### src/rtl/apb_req_arbiter_if.sv
// Requester, master-side and APB monitor signals of apb_req_arbiter.
// master: arbiter view; slave: requesters, APB master and slave view.
interface apb_req_arbiter_if #(
  parameter int NUM_REQ = 4,
  parameter int DATA_W  = 32
);
  localparam int IDW = $clog2(NUM_REQ);

  logic [NUM_REQ-1:0]        req_valid;
  logic [NUM_REQ-1:0]        req_write;
  logic [NUM_REQ*DATA_W-1:0] req_addr;
  logic [NUM_REQ*DATA_W-1:0] req_wdata;
  logic [NUM_REQ-1:0]        req_ready;
  logic [NUM_REQ-1:0]        rsp_valid;
  logic                      rsp_err;
  logic [DATA_W-1:0]         rsp_rdata;

  logic                      transfer;
  logic                      SWRITE;
  logic [DATA_W-1:0]         SADDR;
  logic [DATA_W-1:0]         SWDATA;

  logic                      PSEL;
  logic                      PENABLE;
  logic                      PREADY;
  logic                      PSLVERR;
  logic [DATA_W-1:0]         PRDATA;

  logic                      busy;
  logic [IDW-1:0]            grant_id;
  logic                      timeout_flag;
  logic                      timeout_clr;

  modport master (
    input  req_valid, req_write,
    input  req_addr, req_wdata,
    output req_ready, rsp_valid,
    output rsp_err, rsp_rdata,
    output transfer, SWRITE,
    output SADDR, SWDATA,
    input  PSEL, PENABLE, PREADY,
    input  PSLVERR, PRDATA,
    output busy, grant_id,
    output timeout_flag,
    input  timeout_clr
  );

  modport slave (
    output req_valid, req_write,
    output req_addr, req_wdata,
    input  req_ready, rsp_valid,
    input  rsp_err, rsp_rdata,
    input  transfer, SWRITE,
    input  SADDR, SWDATA,
    output PSEL, PENABLE, PREADY,
    output PSLVERR, PRDATA,
    input  busy, grant_id,
    input  timeout_flag,
    output timeout_clr
  );
endinterface

### src/rtl/apb_req_arbiter.sv
// Round-robin arbiter sharing one APB master among NUM_REQ requesters.
// Ports: PCLK, PRESETn (async low), bus (apb_req_arbiter_if.master).
module apb_req_arbiter #(
  parameter int NUM_REQ     = 4,
  parameter int DATA_W      = 32,
  parameter int TIMEOUT_CYC = 16
) (
  input  logic              PCLK,
  input  logic              PRESETn,
  apb_req_arbiter_if.master bus
);
  localparam int IDW = $clog2(NUM_REQ);
  localparam int CW  = $clog2(TIMEOUT_CYC + 1);
  localparam logic [NUM_REQ-1:0] ONE = 1;
  localparam logic [CW-1:0] TO_MAX = CW'(TIMEOUT_CYC);
  localparam logic [CW-1:0] TO_PRE = CW'(TIMEOUT_CYC - 1);

  typedef enum logic [1:0] {
    ARB,
    ISSUE,
    WAIT
  } state_t;

  state_t              r_state;
  logic [IDW-1:0]      r_last;
  logic [IDW-1:0]      r_grant;
  logic [CW-1:0]       r_cnt;
  logic                r_flag;
  logic                r_transfer;
  logic                r_swrite;
  logic [DATA_W-1:0]   r_saddr;
  logic [DATA_W-1:0]   r_swdata;
  logic [NUM_REQ-1:0]  r_req_ready;
  logic [NUM_REQ-1:0]  r_rsp_valid;
  logic                r_rsp_err;
  logic [DATA_W-1:0]   r_rsp_rdata;
  logic                r_busy;

  logic                w_any;
  logic [IDW-1:0]      w_win;
  logic [IDW-1:0]      w_idx;
  int                  w_k;
  logic                w_setup;
  logic                w_done;
  logic                w_stall;
  logic                w_set;
  logic [CW-1:0]       w_cnt_nxt;

  // First valid requester at or after r_last+1, wrapping.
  always_comb begin
    w_any = 1'b0;
    w_win = '0;
    w_idx = '0;
    w_k   = 0;
    for (int i = 1; i <= NUM_REQ; i++) begin
      w_k = int'(r_last) + i;
      if (w_k >= NUM_REQ) w_k = w_k - NUM_REQ;
      w_idx = IDW'(w_k);
      if (!w_any && bus.req_valid[w_idx]) begin
        w_any = 1'b1;
        w_win = w_idx;
      end
    end
  end

  assign w_setup = bus.PSEL && !bus.PENABLE;
  assign w_done  = (r_state == WAIT) && bus.PSEL &&
                   bus.PENABLE && bus.PREADY;
  assign w_stall = (r_state == WAIT) && bus.PENABLE &&
                   !bus.PREADY;

  assign w_cnt_nxt = (w_stall && r_cnt != TO_MAX) ?
                     r_cnt + 1'b1 : r_cnt;
  // Set only on the step into the limit so a clear works mid-stall.
  assign w_set = w_stall && (r_cnt == TO_PRE);

  always_ff @(posedge PCLK or negedge PRESETn) begin
    if (!PRESETn) begin
      r_state     <= ARB;
      r_last      <= IDW'(NUM_REQ - 1);
      r_grant     <= '0;
      r_cnt       <= '0;
      r_flag      <= 1'b0;
      r_transfer  <= 1'b0;
      r_swrite    <= 1'b0;
      r_saddr     <= '0;
      r_swdata    <= '0;
      r_req_ready <= '0;
      r_rsp_valid <= '0;
      r_rsp_err   <= 1'b0;
      r_rsp_rdata <= '0;
      r_busy      <= 1'b0;
    end else begin
      r_req_ready <= '0;
      r_rsp_valid <= '0;

      if (w_done) r_cnt <= '0;
      else        r_cnt <= w_cnt_nxt;

      if (w_set)                r_flag <= 1'b1;
      else if (bus.timeout_clr) r_flag <= 1'b0;

      case (r_state)
        ARB: begin
          if (w_any) begin
            r_saddr  <= bus.req_addr[int'(w_win)*DATA_W +: DATA_W];
            r_swdata <= bus.req_wdata[int'(w_win)*DATA_W +: DATA_W];
            r_swrite    <= bus.req_write[w_win];
            r_transfer  <= 1'b1;
            r_req_ready <= ONE << w_win;
            r_grant     <= w_win;
            r_last      <= w_win;
            r_busy      <= 1'b1;
            r_state     <= ISSUE;
          end
        end
        ISSUE: begin
          // Drop transfer in SETUP so the master idles after ACCESS.
          if (w_setup) begin
            r_transfer <= 1'b0;
            r_state    <= WAIT;
          end
        end
        WAIT: begin
          if (w_done) begin
            r_rsp_rdata <= bus.PRDATA;
            r_rsp_err   <= bus.PSLVERR;
            r_rsp_valid <= ONE << r_grant;
            r_busy      <= 1'b0;
            r_state     <= ARB;
          end
        end
        default: r_state <= ARB;
      endcase
    end
  end

  assign bus.transfer     = r_transfer;
  assign bus.SWRITE       = r_swrite;
  assign bus.SADDR        = r_saddr;
  assign bus.SWDATA       = r_swdata;
  assign bus.req_ready    = r_req_ready;
  assign bus.rsp_valid    = r_rsp_valid;
  assign bus.rsp_err      = r_rsp_err;
  assign bus.rsp_rdata    = r_rsp_rdata;
  assign bus.busy         = r_busy;
  assign bus.grant_id     = r_grant;
  assign bus.timeout_flag = r_flag;
endmodule

### src/flat_wrapper.sv
// flat-port wrapper written by rule: the top's interface ports become plain ports
module apb_req_arbiter_flat 
#(
  parameter int NUM_REQ     = 4,
  parameter int DATA_W      = 32,
  parameter int TIMEOUT_CYC = 16
)
  (PCLK, PRESETn, bus_req_valid, bus_req_write, bus_req_addr, bus_req_wdata, bus_req_ready, bus_rsp_valid, bus_rsp_err, bus_rsp_rdata, bus_transfer, bus_SWRITE, bus_SADDR, bus_SWDATA, bus_PSEL, bus_PENABLE, bus_PREADY, bus_PSLVERR, bus_PRDATA, bus_busy, bus_grant_id, bus_timeout_flag, bus_timeout_clr);
  apb_req_arbiter_if #(.NUM_REQ(NUM_REQ), .DATA_W(DATA_W)) bus_i ();
  input  logic PCLK;
  input  logic PRESETn;
  input wire logic [$bits(bus_i.req_valid)-1:0] bus_req_valid;
  input wire logic [$bits(bus_i.req_write)-1:0] bus_req_write;
  input wire logic [$bits(bus_i.req_addr)-1:0] bus_req_addr;
  input wire logic [$bits(bus_i.req_wdata)-1:0] bus_req_wdata;
  output wire logic [$bits(bus_i.req_ready)-1:0] bus_req_ready;
  output wire logic [$bits(bus_i.rsp_valid)-1:0] bus_rsp_valid;
  output wire logic [$bits(bus_i.rsp_err)-1:0] bus_rsp_err;
  output wire logic [$bits(bus_i.rsp_rdata)-1:0] bus_rsp_rdata;
  output wire logic [$bits(bus_i.transfer)-1:0] bus_transfer;
  output wire logic [$bits(bus_i.SWRITE)-1:0] bus_SWRITE;
  output wire logic [$bits(bus_i.SADDR)-1:0] bus_SADDR;
  output wire logic [$bits(bus_i.SWDATA)-1:0] bus_SWDATA;
  input wire logic [$bits(bus_i.PSEL)-1:0] bus_PSEL;
  input wire logic [$bits(bus_i.PENABLE)-1:0] bus_PENABLE;
  input wire logic [$bits(bus_i.PREADY)-1:0] bus_PREADY;
  input wire logic [$bits(bus_i.PSLVERR)-1:0] bus_PSLVERR;
  input wire logic [$bits(bus_i.PRDATA)-1:0] bus_PRDATA;
  output wire logic [$bits(bus_i.busy)-1:0] bus_busy;
  output wire logic [$bits(bus_i.grant_id)-1:0] bus_grant_id;
  output wire logic [$bits(bus_i.timeout_flag)-1:0] bus_timeout_flag;
  input wire logic [$bits(bus_i.timeout_clr)-1:0] bus_timeout_clr;
  assign bus_i.req_valid = bus_req_valid;
  assign bus_i.req_write = bus_req_write;
  assign bus_i.req_addr = bus_req_addr;
  assign bus_i.req_wdata = bus_req_wdata;
  assign bus_req_ready = bus_i.req_ready;
  assign bus_rsp_valid = bus_i.rsp_valid;
  assign bus_rsp_err = bus_i.rsp_err;
  assign bus_rsp_rdata = bus_i.rsp_rdata;
  assign bus_transfer = bus_i.transfer;
  assign bus_SWRITE = bus_i.SWRITE;
  assign bus_SADDR = bus_i.SADDR;
  assign bus_SWDATA = bus_i.SWDATA;
  assign bus_i.PSEL = bus_PSEL;
  assign bus_i.PENABLE = bus_PENABLE;
  assign bus_i.PREADY = bus_PREADY;
  assign bus_i.PSLVERR = bus_PSLVERR;
  assign bus_i.PRDATA = bus_PRDATA;
  assign bus_busy = bus_i.busy;
  assign bus_grant_id = bus_i.grant_id;
  assign bus_timeout_flag = bus_i.timeout_flag;
  assign bus_i.timeout_clr = bus_timeout_clr;
  apb_req_arbiter #(.NUM_REQ(NUM_REQ), .DATA_W(DATA_W), .TIMEOUT_CYC(TIMEOUT_CYC)) u_core (.PCLK(PCLK), .PRESETn(PRESETn), .bus(bus_i));
endmodule
### config.mk
export PLATFORM = sky130hd
export DESIGN_NAME = apb_req_arbiter_flat
export DESIGN_NICKNAME = d
export VERILOG_FILES = /design/src/rtl/apb_req_arbiter_if.sv /design/src/rtl/apb_req_arbiter.sv /design/src/flat_wrapper.sv
export SDC_FILE = /design/constraint.sdc
export NUM_CORES = 1
export LEC_CHECK = 0
export ABC_AREA = 0
export CAP_MARGIN = 20
export CORE_AREA = 4 4 158 160
export DETAILED_ROUTE_END_ITERATION = 7
export DIE_AREA = 0 0 162 164
export PLACE_DENSITY = 0.72
export RECOVER_POWER = 100
export SETUP_SLACK_MARGIN = 0.2
export SYNTH_ARGS = -nofsm -noshare
export SYNTH_HDL_FRONTEND = slang
export SYNTH_SLANG_ARGS = --single-unit
export TNS_END_PERCENT = 10
### constraint.sdc
create_clock -name PCLK -period 2.9 [get_ports PCLK]
set_input_delay 0.58 -clock PCLK [delete_from_list [all_inputs] [get_ports PCLK]]
set_output_delay 0.58 -clock PCLK [all_outputs]
set_load 0.05 [all_outputs]
# Word-level counts from Yosys, hierarchy flattened
# Cells that the tools add are included.
word_totals:
  wordCells: 108
  latchBits: 0
  rom_bits: 0
  in_bits: 303
  memories: 0
  out_inout_bits: 111
  mem_bits_rw: 0
  regBits: 120
op_classes:
  multipliers: 0
  add_sub_neg: 9
  mux: 39
  n_reduce_logical: 26
  shift: 4
  eq_ne: 7
  div_mod_pow: 0
  n_lt_le_gt_ge: 9
  bitwise_logic: 0
ops:
  columns: ["op", "count"]
  rows:
  - ["indexed part select 128 x 8 -> 32 bit", 2]
  - ["two-way mux 2 bit", 11]
  - ["two-way mux 4 bit", 4]
  - ["less-than comparator 2 x 3 -> 1 bit (second input constant)", 5]
  - ["two-way mux 1 bit", 14]
  - ["logical AND 1 bit", 11]
  - ["binary-select mux 1 bit (select 2 bit)", 5]
  - ["two-way mux 5 bit", 2]
  - [">= comparator 3 bit (second input constant)", 3]
  - ["AND reduction 3 bit", 3]
  - ["nonzero test 2 bit", 4]
  - ["left shift 1 x 2 -> 4 bit (first input constant)", 2]
  - ["subtractor 2 x 1 -> 2 bit (second input constant)", 4]
  - ["adder 2 x 2 -> 3 bit (second input constant)", 2]
  - ["inequality test 2 x 1 -> 1 bit (second input constant)", 3]
  - ["one-hot mux 2 bit (3 select lines)", 1]
  - ["adder 5 x 1 -> 5 bit (second input constant)", 1]
  - ["equality test 5 x 4 -> 1 bit (second input constant)", 1]
  - ["logical NOT 1 bit", 5]
  - ["inequality test 5 bit (second input constant)", 1]
  - ["adder 2 x 3 -> 4 bit (second input constant)", 1]
  - [">= comparator 4 x 3 -> 1 bit (second input constant)", 1]
  - ["one-hot mux 1 bit (2 select lines)", 2]
  - ["AND reduction 2 bit", 2]
  - ["other kinds (4)", 4]

# Depth between registers and ports, before layout
logic_depth:
  word_depth: 18
  depth_mapped: 8
  ltp_nobuf: 7

# Worst setup path after synthesis
# Ideal clock, no wire load.
synth_path:
  kind: "input port to flip-flop"
  from: "in bus_req_valid[0]"
  to: "reg u_core.r_saddr[4], in the netlist u_core.bus.SADDR[4]"
  slack_ns: 0.868
  arrival_ns: 1.890
  setup_ns: 0.142
  cell_stages: 8
  n_path_buf: 3
  required_ns: 2.758
  cell_sequence: "o21ai_1 a21oi_1 or4b_1 buf_2 buf_6 buf_6 a221oi_2 a211oi_1"
synth_between:
  elab_chain_len: 13
  elab_cells_between_ends: 24
  classes_between: "1 x shift; 16 x mux; 7 x reduce/logical"
synth_rtl:
  columns: ["item", "line_no", "source"]
  rows:
  - ["from (decl)", "flat_wrapper.sv:12", "input wire logic [$bits(bus_i.req_valid)-1:0] bus_req_valid;"]
  - ["binary-select mux 1 bit (select 2 bit)", "apb_req_arbiter.sv:59", "if (!w_any && bus.req_valid[w_idx]) begin"]
  - ["two-way mux 1 bit (implied by the code)", "apb_req_arbiter.sv:59", null]
  - ["two-way mux 1 bit", "apb_req_arbiter.sv:59", null]
  - ["logical NOT 1 bit", "apb_req_arbiter.sv:59", null]
  - ["logical AND 1 bit", "apb_req_arbiter.sv:59", null]
  - ["two-way mux 1 bit", "apb_req_arbiter.sv:59", null]
  - ["logical NOT 1 bit", "apb_req_arbiter.sv:59", null]
  - ["logical AND 1 bit", "apb_req_arbiter.sv:59", null]
  - ["two-way mux 1 bit", "apb_req_arbiter.sv:59", null]
  - ["logical NOT 1 bit", "apb_req_arbiter.sv:59", null]
  - ["logical AND 1 bit", "apb_req_arbiter.sv:59", null]
  - ["two-way mux 2 bit or two-way mux 1 bit (tied branches)", "apb_req_arbiter.sv:59", null]
  - ["indexed part select 128 x 8 -> 32 bit or AND reduction 2 bit (tied branches)", null, null]
  - ["to (signal assigned)", "apb_req_arbiter.sv:106", "r_saddr <= bus.req_addr[int'(w_win)*DATA_W +: DATA_W];"]
  - ["to (decl)", "apb_req_arbiter.sv:31", "logic [DATA_W-1:0] r_saddr;"]
# Several ways; a longest one is shown, not always the timed one. The select of a mux whose other input is x is not followed.
# A chain may end at the register's enable or synchronous reset.

# Worst setup path after layout
layout_path:
  from: "in bus_req_valid[3]"
  to: "reg u_core.r_swdata[20], in the netlist u_core.bus.SWDATA[20]"
layout_between:
  elab_chain_len: 13
  elab_cells_between_ends: 24
  classes_between: "1 x shift; 16 x mux; 7 x reduce/logical"
layout_rtl:
  columns: ["item", "line_no", "source"]
  rows:
  - ["binary-select mux 1 bit (select 2 bit)", "apb_req_arbiter.sv:59", null]
  - ["two-way mux 1 bit (implied by the code)", "apb_req_arbiter.sv:59", null]
  - ["two-way mux 1 bit", "apb_req_arbiter.sv:59", null]
  - ["logical NOT 1 bit", "apb_req_arbiter.sv:59", null]
  - ["logical AND 1 bit", "apb_req_arbiter.sv:59", null]
  - ["two-way mux 1 bit", "apb_req_arbiter.sv:59", null]
  - ["logical NOT 1 bit", "apb_req_arbiter.sv:59", null]
  - ["logical AND 1 bit", "apb_req_arbiter.sv:59", null]
  - ["two-way mux 1 bit", "apb_req_arbiter.sv:59", null]
  - ["logical NOT 1 bit", "apb_req_arbiter.sv:59", null]
  - ["logical AND 1 bit", "apb_req_arbiter.sv:59", null]
  - ["two-way mux 2 bit or two-way mux 1 bit (tied branches)", "apb_req_arbiter.sv:59", null]
  - ["indexed part select 128 x 8 -> 32 bit or AND reduction 2 bit (tied branches)", null, null]
  - ["to (signal assigned)", "apb_req_arbiter.sv:107", "r_swdata <= bus.req_wdata[int'(w_win)*DATA_W +: DATA_W];"]
  - ["to (decl)", "apb_req_arbiter.sv:32", "logic [DATA_W-1:0] r_swdata;"]
# Several ways; a longest one is shown, not always the timed one. The select of a mux whose other input is x is not followed.

==> impl_metrics.env <==
export IMPL_layout_common_cells="clkdlybuf4s50_1 (298), dfrtp_1 (118), dlygate4sd3_1 (114), nand2_1 (105), nor2_1 (84)"
export IMPL_fin_area_sq_um=11600
export IMPL_h_tree_depth=4
export IMPL_ios=414
export IMPL_area_growth_pct=77.7
export IMPL_cp_start_kind="input pin"
export IMPL_synth_seq_cells=120
export IMPL_rsz0062_at_grt="no"
export IMPL_cts_repair_resized=0
export IMPL_first_iter_violations=375
export IMPL_vias=7087
export IMPL_synth_area_sq_um=6540
export IMPL_gp_congestion=0.819
export IMPL_startpoint="bus_req_valid[3]"
export IMPL_r2r_slack_ps=600
export IMPL_slew_viol_final=0
export IMPL_wl_per_cell_um=19.6
export IMPL_crit_fanout=13
export IMPL_layout_setup_ws_ps=331
export IMPL_ir_drop_uv=524
export IMPL_cts_made_buffers=17
export IMPL_rows=56
export IMPL_period_minus_slack_ps=2570
export IMPL_die_h_um=164
export IMPL_start_util_pct=27.9
export IMPL_timing_slew_headroom_pct=11.0
export IMPL_grt_pass1_vias=7429
export IMPL_critPathRequiredTime_ps=3220
export IMPL_max_freq_mhz=389
export IMPL_path_class="input pin to register"
export IMPL_worst_setup_hold_path_clk_slew_ps=60
export IMPL_timing_final_hold_violations=0
export IMPL_layout_commonest_cell="clkdlybuf4s50_1"
export IMPL_fin_skew_ps=8.14
export IMPL_postSynthNetCount=1002
export IMPL_worstMarginPinSlew_ps=1340
export IMPL_cts_tree="done"
export IMPL_synth_cells=696
export IMPL_power_density_nw_per_um2=1030
export IMPL_pre_cts_ws_ps=81.0
export IMPL_hp_class="input pin to async pin"
export IMPL_antenna_found_initial=1
export IMPL_fin_crit_sh_pct=88.6
export IMPL_r2r_end="u_core.bus.SWDATA[20]"
export IMPL_outcome="complete, no violations"
export IMPL_final_antenna_net_count=0
export IMPL_tns_ps=0
export IMPL_grt_first_pass_wirelength_um=42100
export IMPL_grt_max_degree=66
export IMPL_r2r_start="u_core.r_last[1]"
export IMPL_grtUsageTotal_pct=20.2
export IMPL_nFillCells=2206
export IMPL_gr_total_overflow=0
export IMPL_cts_root_buffer="clkbuf_16"
export IMPL_power_mw=12.0
export IMPL_cts_num_sinks=120
export IMPL_vias_per_cell=5.02
export IMPL_post_cts_buffers=0
export IMPL_die_w_um=162
export IMPL_maxCapViolations=0
export IMPL_routed_wl_um=27700
export IMPL_clock_path_buffers=2
export IMPL_leakagePower_nw=5.03
export IMPL_dieArea_sq_um=26600
export IMPL_clk_latency_ps=410
export IMPL_drive_above_1_share_pct=5.40
export IMPL_nNetsFinal=1386
export IMPL_dpl_cell_area_sq_um=11100
export IMPL_core_sq_um=23400
export IMPL_r2r_worst_path_cells=6
export IMPL_syn_avg_cell_area_sq_um=9.40
export IMPL_setup_violations=0
export IMPL_synth_cell_types=34
export IMPL_dp_hpwl_um=20200
export IMPL_drt_pass1_iter_count=5
export IMPL_cts_hold_buf=0
export IMPL_crit_path_end_kind="register"
export IMPL_portBuffers=413
export IMPL_post_route_drc_count=0
export IMPL_ys_seq_area_share_pct=46.0
export IMPL_worst_ep_arrival_time_ps=2880
export IMPL_ys_warn_count=0
worst max path at each step:
stage,to
2_1_floorplan,u_core.bus.SADDR[4]
3_3_place_gp,u_core.bus.SADDR[20]
3_5_place_dp,u_core.bus.SADDR[20]
4_1_cts,u_core.bus.SADDR[20]
5_1_grt,u_core.bus.SWDATA[20]
6_report,u_core.bus.SWDATA[20]
kinds of logic after synthesis:
kind of cell / count (synthesis) / share of synthesized area [%]
flops: 120 / 46.0
compound gates: 148 / 18.3
simple gates: 280 / 19.5
mux: 67 / 10.3
xor+xnor: 3 / 0.402
fa+ha+maj: 3 / 0.574
buf+inv: 75 / 5.07
metrics by stage:
step	std cells	hold slack [ps]	util, %
final	1413	356	49.6
after global routing	1413	398	49.6
after CTS	1412	26.4	49.9
after detailed placement	1380	461	47.3
after global placement	1380	456	47.3
after floorplan	696	284	-
synthesized netlist by cell type:
library cell    n  area, sq um
o21ai_1         1         5.00
nand4_1         1         6.26
xor2_1          2         17.5
or2_1           1         6.26
nand2b_1        4         25.0
buf_6           3         33.8
dfrtp_1       118         2950
nor2b_1         3         18.8
and3_1         67          419
o21ai_0         7         35.0
buf_1           6         22.5
a21oi_1         7         35.0
nor3_1          7         35.0
nor4bb_1        1         10.0
a211oi_1       66          495
or2_2           1         6.26
a221oi_2        6         90.1
mux2i_1        67          671
dfstp_2         2         52.6
xnor2_1         1         8.76
or4b_1          1         10.0
a21boi_1        1         7.51
nand3_1         1         5.00
buf_2          19         95.1
clkbuf_1       39          146
ha_1            3         37.5
nand3b_1        1         7.51
buf_4           1         7.51
nand2_1       106          398
inv_1           7         26.3
o21bai_2        1         11.3
nor4_1          1         6.26
a221oi_1       59          517
nor2_1         85          319
worst max-delay path: stages:
cell	delay, ps
dlygate4sd3_1	620
a21boi_0	190
o21bai_4	200
and3_4	380
clkbuf_2	480
mux2i_1	170
a211oi_1	260
state kept, by name, indices dropped and copies added (netlist names):
signal and cells:
u_core.bus.SADDR 32, u_core.bus.SWDATA 32, u_core.bus.rsp_rdata 32, u_core.r_cnt 5, u_core.bus.req_ready 4, u_core.bus.rsp_valid 4
u_core.bus.grant_id 2, u_core.r_last 2, u_core.r_state 2, u_core.bus.SWRITE 1, u_core.bus.busy 1, u_core.bus.rsp_err 1
u_core.bus.timeout_flag 1, u_core.bus.transfer 1
power breakdown:
| part | internal [mW] | total, mW | leakage (nW) | switching (mW) |
|---|---|---|---|---|
| sequential | 2.41 | 2.81 | 1.43 | 0.398 |
| combinational | 2.39 | 6.97 | 3.31 | 4.58 |
| clock | 1.31 | 2.18 | 0.290 | 0.871 |
per-layer routing:
metal	vias to the layer above	part of all wire, %	track usage [%]	wire length (um)
met5	-	0	0	0
met4	0	2.2	5.84	599
met3	39	8.6	6.40	2390
met2	331	48	33.6	13400
met1	3399	41	25.3	11400
li1	3318	-	-	-
cell type report:
type	count	area, sq um	share of cell area (%)
inverters	7	26.3	0.226
repair buffers	433	4380	37.7
well taps	319	399	3.44
clock inverters	14	161	1.39
flip-flops and latches	120	3010	25.9
diodes	1	2.50	0.0215
clock buffers	18	439	3.78
multi-input cells	501	3210	27.6
(Power assumes the default switching activity.)
